==> src/rtl/cpu_pkg.sv <==
// Shared constants and encodings for the data-memory slice: widths, arbiter
// state encoding and requester port ids.
package cpu_pkg;

  localparam int ADDR_W = 4;
  localparam int DATA_W = 4;

  typedef enum logic {
    ARB  = 1'b0,
    LOCK = 1'b1
  } arb_state_t;

  typedef enum logic {
    PORT_C = 1'b0,
    PORT_L = 1'b1
  } port_t;

  function automatic port_t other_port(input port_t p);
    return (p == PORT_C) ? PORT_L : PORT_C;
  endfunction

endpackage

==> src/rtl/dmem_core.sv <==
// 2**ADDR_W x DATA_W register array: async clear, one write port and one
// registered read port whose output holds until the next read.
module dmem_core
  import cpu_pkg::*;
#(
  parameter int ADDR_W = cpu_pkg::ADDR_W,
  parameter int DATA_W = cpu_pkg::DATA_W
) (
  input  logic              osc_clock,
  input  logic              reset,
  input  logic              we,
  input  logic              re,
  input  logic [ADDR_W-1:0] addr,
  input  logic [DATA_W-1:0] wdata,
  output logic [DATA_W-1:0] rdata
);

  localparam int DEPTH = 2 ** ADDR_W;

  logic [DATA_W-1:0] mem [DEPTH];

  // NOTE: every word is cleared on reset, which keeps this a flop array rather
  // than an inferable RAM; that is intended at this 16-word size.
  always_ff @(posedge osc_clock or posedge reset) begin
    if (reset) begin
      for (int i = 0; i < DEPTH; i++) mem[i] <= '0;
      rdata <= '0;
    end else begin
      if (we) mem[addr] <= wdata;
      if (re) rdata <= mem[addr];
    end
  end

endmodule

==> src/rtl/dmem_arbiter.sv <==
// Round-robin arbiter for the shared data memory between the CPU (port C) and
// the loader (port L), with bounded loader bursts and a CPU stall counter.
module dmem_arbiter
  import cpu_pkg::*;
#(
  parameter int ADDR_W   = cpu_pkg::ADDR_W,
  parameter int DATA_W   = cpu_pkg::DATA_W,
  parameter int MAX_LOCK = 8,
  parameter int STALL_W  = 8
) (
  input  logic               osc_clock,
  input  logic               reset,
  input  logic               c_req,
  input  logic               c_we,
  input  logic [ADDR_W-1:0]  c_addr,
  input  logic [DATA_W-1:0]  c_wdata,
  output logic               c_gnt,
  output logic               c_rvalid,
  output logic [DATA_W-1:0]  c_rdata,
  input  logic               l_req,
  input  logic               l_we,
  input  logic [ADDR_W-1:0]  l_addr,
  input  logic [DATA_W-1:0]  l_wdata,
  input  logic               l_lock,
  output logic               l_gnt,
  output logic               l_rvalid,
  output logic [DATA_W-1:0]  l_rdata,
  output logic [STALL_W-1:0] stall_cnt
);

  localparam int LOCK_W = 4;
  localparam logic [LOCK_W-1:0] LOCK_LAST = LOCK_W'(MAX_LOCK - 1);

  arb_state_t        state_q;
  port_t             prio_q;
  logic [LOCK_W-1:0] lock_cnt_q;
  logic [LOCK_W-1:0] lock_cnt_inc;
  logic              force_release;
  logic              c_rvalid_q, l_rvalid_q;
  logic [DATA_W-1:0] c_rdata_q, l_rdata_q;
  logic [DATA_W-1:0] core_rdata;
  logic              mem_we, mem_re;
  logic [ADDR_W-1:0] mem_addr;
  logic [DATA_W-1:0] mem_wdata;

  // NOTE: both grants get a default before any branch so no path leaves them
  // unassigned, which would otherwise infer latches.
  always_comb begin
    c_gnt = 1'b0;
    l_gnt = 1'b0;
    if (!reset) begin
      case (state_q)
        ARB: begin
          c_gnt = c_req & (~l_req | (prio_q == PORT_C));
          l_gnt = l_req & (~c_req | (prio_q == PORT_L));
        end
        LOCK:    l_gnt = l_req;
        default: ;
      endcase
    end
  end

  assign mem_we    = (c_gnt & c_we) | (l_gnt & l_we);
  assign mem_re    = (c_gnt & ~c_we) | (l_gnt & ~l_we);
  assign mem_addr  = l_gnt ? l_addr : c_addr;
  assign mem_wdata = l_gnt ? l_wdata : c_wdata;

  dmem_core #(
    .ADDR_W (ADDR_W),
    .DATA_W (DATA_W)
  ) u_core (
    .osc_clock (osc_clock),
    .reset     (reset),
    .we        (mem_we),
    .re        (mem_re),
    .addr      (mem_addr),
    .wdata     (mem_wdata),
    .rdata     (core_rdata)
  );

  // The ARB grant that opens a burst is the first of the MAX_LOCK cycles, so
  // the burst ends in the LOCK cycle where the counter reaches MAX_LOCK-1.
  assign lock_cnt_inc  = lock_cnt_q + LOCK_W'(1);
  assign force_release = c_req & (lock_cnt_inc >= LOCK_LAST);

  // NOTE: state is updated with non-blocking assignments only, so every branch
  // reads the pre-edge values regardless of statement order.
  always_ff @(posedge osc_clock or posedge reset) begin
    if (reset) begin
      state_q    <= ARB;
      prio_q     <= PORT_C;
      lock_cnt_q <= '0;
    end else begin
      case (state_q)
        ARB: begin
          if (c_gnt) prio_q <= other_port(PORT_C);
          if (l_gnt) begin
            prio_q <= other_port(PORT_L);
            if (l_lock) begin
              state_q    <= LOCK;
              lock_cnt_q <= '0;
            end
          end
        end
        LOCK: begin
          if (c_req) lock_cnt_q <= lock_cnt_inc;
          if (!l_lock || !l_req || force_release) begin
            state_q <= ARB;
            prio_q  <= PORT_C;
          end
        end
        default: state_q <= ARB;
      endcase
    end
  end

  always_ff @(posedge osc_clock or posedge reset) begin
    if (reset) begin
      stall_cnt  <= '0;
      c_rvalid_q <= 1'b0;
      l_rvalid_q <= 1'b0;
      c_rdata_q  <= '0;
      l_rdata_q  <= '0;
    end else begin
      if (c_req && !c_gnt && (stall_cnt != '1)) stall_cnt <= stall_cnt + STALL_W'(1);
      c_rvalid_q <= c_gnt & ~c_we;
      l_rvalid_q <= l_gnt & ~l_we;
      if (c_rvalid_q) c_rdata_q <= core_rdata;
      if (l_rvalid_q) l_rdata_q <= core_rdata;
    end
  end

  // The core's read register is shared; each port keeps its own last value.
  assign c_rvalid = c_rvalid_q;
  assign l_rvalid = l_rvalid_q;
  assign c_rdata  = c_rvalid_q ? core_rdata : c_rdata_q;
  assign l_rdata  = l_rvalid_q ? core_rdata : l_rdata_q;

endmodule
==> config.mk <==
export PLATFORM = sky130hd
export DESIGN_NAME = dmem_arbiter
export DESIGN_NICKNAME = d
export VERILOG_FILES = /design/src/rtl/cpu_pkg.sv /design/src/rtl/dmem_core.sv /design/src/rtl/dmem_arbiter.sv
export SDC_FILE = /design/constraint.sdc
export NUM_CORES = 1
export LEC_CHECK = 0
export ABC_AREA = 0
export ABC_CLOCK_PERIOD_IN_PS = 3370
export CELL_PAD_IN_SITES_DETAIL_PLACEMENT = 0
export CELL_PAD_IN_SITES_GLOBAL_PLACEMENT = 1
export CORE_UTILIZATION = 45
export CTS_CLUSTER_DIAMETER = 50
export DETAILED_ROUTE_END_ITERATION = 6
export HOLD_SLACK_MARGIN = 0.06
export PLACE_DENSITY_LB_ADDON = 0.1
export SLEW_MARGIN = 10
export SYNTH_ARGS = -nofsm -noshare
export SYNTH_HDL_FRONTEND = slang
export SYNTH_SLANG_ARGS = --single-unit
==> constraint.sdc <==
create_clock -name osc_clock -period 3.37 [get_ports osc_clock]
set_input_delay 0.337 -clock osc_clock [delete_from_list [all_inputs] [get_ports osc_clock]]
set_output_delay 0.337 -clock osc_clock [all_outputs]
set_load 0.05 [all_outputs]
==> flow_summary.yaml <==
critical_path:
  worstReg2RegStart: "state_q"
  path_delay_family: "buffers and inverters"
  worstPathArrival_ps: 2490
  cp.buffers_inverters: 3
  path_max_fanout: 14
  rrSetupSlack_ps: 650
  path_cells: "clkdlybuf4s50_1, and2b_2, nand2_4, inv_2, clkdlybuf4s50_1"
  r2r-end: "u_core.rdata[2]"
  required_ps: 3030
  cp_slowest_stage_delay_ps: 830
  critical-path-slowest-cell: "clkdlybuf4s50_1"
  endpoint_kind: "output port"
  critPathKind: "input pin to output port"
  cp_common_cell: "clkdlybuf4s50_1"
  cp-start-kind: "input pin"
  r2r_cells: 8
synth:
  syn-instance-count: 409
  synth_compound_gate_area_share_pct: 15.8
  synth_top_family_by_area: "multiplexers"
  synth_top_area_share_pct: 49.7
  synth_nets: 435
  synth_area_um2: 4630
  synthMuxAreaShare_pct: 18.5
  yosysUniqueCellTypes: 55
  avgSynthCellArea_um2: 11.3
  synthArstFlopShare_pct: 100
  yosysSeqAreaShare_pct: 49.7
  synth-simple-area-share_pct: 10.8
  synthTopCellsByArea: "dfrtp_1 50%, mux2_2 17%, o21ai_0 7.1%"
  synthAdderAreaFrac_pct: 0.811
  yosys_warnings: 0
  synthFlopType: "dfrtp_1"
  synth_top_area_cell: "dfrtp_1"
  yosys_register_bits: 92
  synth_xor_area_share_pct: 1.70
  synth_edf_count: 0
global_route:
  grt_pass1_wl_mm: 18.0
  grt_pass1_vias: 3284
  grt_max_degree: 49
  grt_overflow: 0
  grtUsageTotal_pct: 23.3
  antenna_found_initial: 0
routing:
  vias: 3412
  drc: 0
  drt_iter0_drc: 245
  wl_per_cell_um: 19.4
  antenna_left: 0
  viasPerCell: 5.75
  drt-total-wl_mm: 11.5
  dr.pass1.iters: 7
floorplan:
  rows: 36
  die_area_um2: 10700
  die-width_um: 103
  initial_core_util_pct: 46.9
  io_pins: 43
  die_h_um: 103
  fp.coreArea_um2: 9860
pwr:
  swShare_pct: 36.4
  seqPwrFrac_pct: 48.2
  combPwrFrac_pct: 32.7
  internal-power_mw: 2.12
  p_leak_nw: 2.25
  power.density_nw_per_um2: 621
  peakVddDrop_v: 0.000494
  p_switching_mw: 1.21
  finalPower_mw: 3.33
  clkPwrFrac_pct: 19.1
sta:
  fmax_ghz: 0.353
  fin_setup_tns_ps: 0
  worst_pin_slew_ps: 954
  finalSetupViolations: 0
  period_share_pct: 84.0
  finalClockSkew_ps: 8.88
  relSlewSlack_pct: 36.1
  rsz0062_at_grt: "false"
  hold_viol: 0
  min_period_ps: 2830
  finalWorstSetupSlack_ps: 541
  maxSlewViolCount: 0
run_status:
  outcome: "finished, final reports clean"
hold_path:
  min_to: "stall_cnt[4]"
  hold_class: "register to register"
  hp-start: "stall_cnt[4]"
  whs_path_depth: 1
placement:
  dp.cells: 579
  place_congestion: 0.820
  hpwl_mm: 8.04
  placed_area_um2: 5220
  place_ws_ps: 496
  io_buffers: 42
flow_run:
  maxCapViolations: 0
cts:
  clock_path_buffers: 2
  h-tree-depth: 3
  ctsResizeCount: 0
  root_buffer: "clkbuf_8"
  cts.sinks: 92
  path_clk_slew_ps: 80
  cts_hold_buf: 0
  cts_tree: "yes"
  numCtsBuffers: 9
  post-cts-setup-buffer-count: 0
  insertion_delay_ps: 360
finish:
  final_area_um2: 5370
  syn_to_final_growth_pct: 15.9
  n_antenna_cell: 0
  fin_cells: 593
  layout-drive-gt1-share_pct: 25.0
  layout.nets: 483
-- cell usage after synthesis (6+ instances only) --
cell type	count
nand2b_1	9
dfrtp_1	92
nand2_1	40
mux2_2	70
nor2_1	15
a21oi_1	7
inv_1	6
o21ai_0	66
a41oi_1	12
buf_2	6
-- registers in the layout (all words and copies together) (netlist names) --
| register | flops |
|---|---|
| state_q | 1 |
| u_core.rdata | 4 |
| c_rdata_q | 4 |
| c_rvalid | 1 |
| lock_cnt_q | 4 |
| u_core.mem | 64 |
| prio_q | 1 |
| l_rdata_q | 4 |
| l_rvalid | 1 |
| stall_cnt | 8 |
-- power by group through the flow --
| stage | registers [mW] | clock network (mW) | logic (mW) |
|---|---|---|---|
| after floorplan | 1.67 | 0 | 0.666 |
| after detailed placement | 1.62 | 0 | 1.09 |
| after CTS | 1.60 | 0.651 | 1.10 |
| after global placement | 1.61 | 0 | 1.08 |
| final | 1.61 | 0.637 | 1.09 |
| after global routing | 1.64 | 0.699 | 1.18 |
-- cell usage in the layout, fill, tap and decap left out, types with 2 or more instances in the layout --
| cell type | count |
|---|---|
| o21ai_0 | 66 |
| nand2b_1 | 9 |
| and3_1 | 4 |
| nand3_1 | 3 |
| a2111oi_0 | 3 |
| a21oi_4 | 3 |
| clkbuf_1 | 3 |
| inv_1 | 5 |
| clkinv_2 | 2 |
| a41oi_1 | 12 |
| xnor2_1 | 5 |
| nor3_1 | 2 |
| clkdlybuf4s50_1 | 42 |
| nor2_1 | 15 |
| nand2_1 | 40 |
| ha_1 | 3 |
| o32ai_2 | 2 |
| clkbuf_8 | 9 |
| nor2_2 | 4 |
| nand4_1 | 5 |
| mux2_1 | 4 |
| o21ai_1 | 5 |
| a21oi_1 | 7 |
| xor2_1 | 4 |
| nor2b_1 | 2 |
| dfrtp_1 | 92 |
| mux2_2 | 70 |
| buf_4 | 10 |
-- how the worst max path moves through the flow --
stage                     cells after the start  slack (ps)               to    start
after floorplan                               1         640     c_rdata_q[0]    reset
after global placement                        9         540  u_core.rdata[2]    c_req
after detailed placement                      9         500  u_core.rdata[2]    c_req
after CTS                                     4         520            l_gnt  state_q
after global routing                          4         410            l_gnt  state_q
final                                         5         540            l_gnt    reset
-- layer usage --
layer / track usage [%] / share of wire, % / up-vias
met1: 32.9 / 48 / 1677
met5: 0 / 0 / -
met4: 9.21 / 2.0 / 0
met3: 5.51 / 6.6 / 19
li1: - / - / 1591
met2: 34.5 / 44 / 125
-- metrics by stage --
step	hold slack, ps	util [%]
2_1_floorplan	403	-
4_1_cts	503	54.4
5_1_grt	515	54.4
3_3_place_gp	482	52.9
6_report	503	54.4
3_5_place_dp	483	52.9
-- cells by family (layout without fill, tap and decap cells) --
logic type | after synthesis | after routing
adder cells (fa/ha/maj) | 3 | 3
flip-flops | 92 | 92
AO/OA/AOI/OAI | 111 | 111
buffers and inverters | 23 | 74
XOR/XNOR | 9 | 9
AND/OR/NAND/NOR | 95 | 95
multiplexers | 76 | 76
-- layout make-up --
cell class                 count  area (um2)
clock inverter                 2        13.8
tap                          133         166
fill                         868        4500
multi-input combinational    294        2200
inverter                       7        27.5
clock buffer                  12         135
timing repair buffer          53         515
sequential                    92        2300
Note: power is estimated with default switching activity, not from simulation.
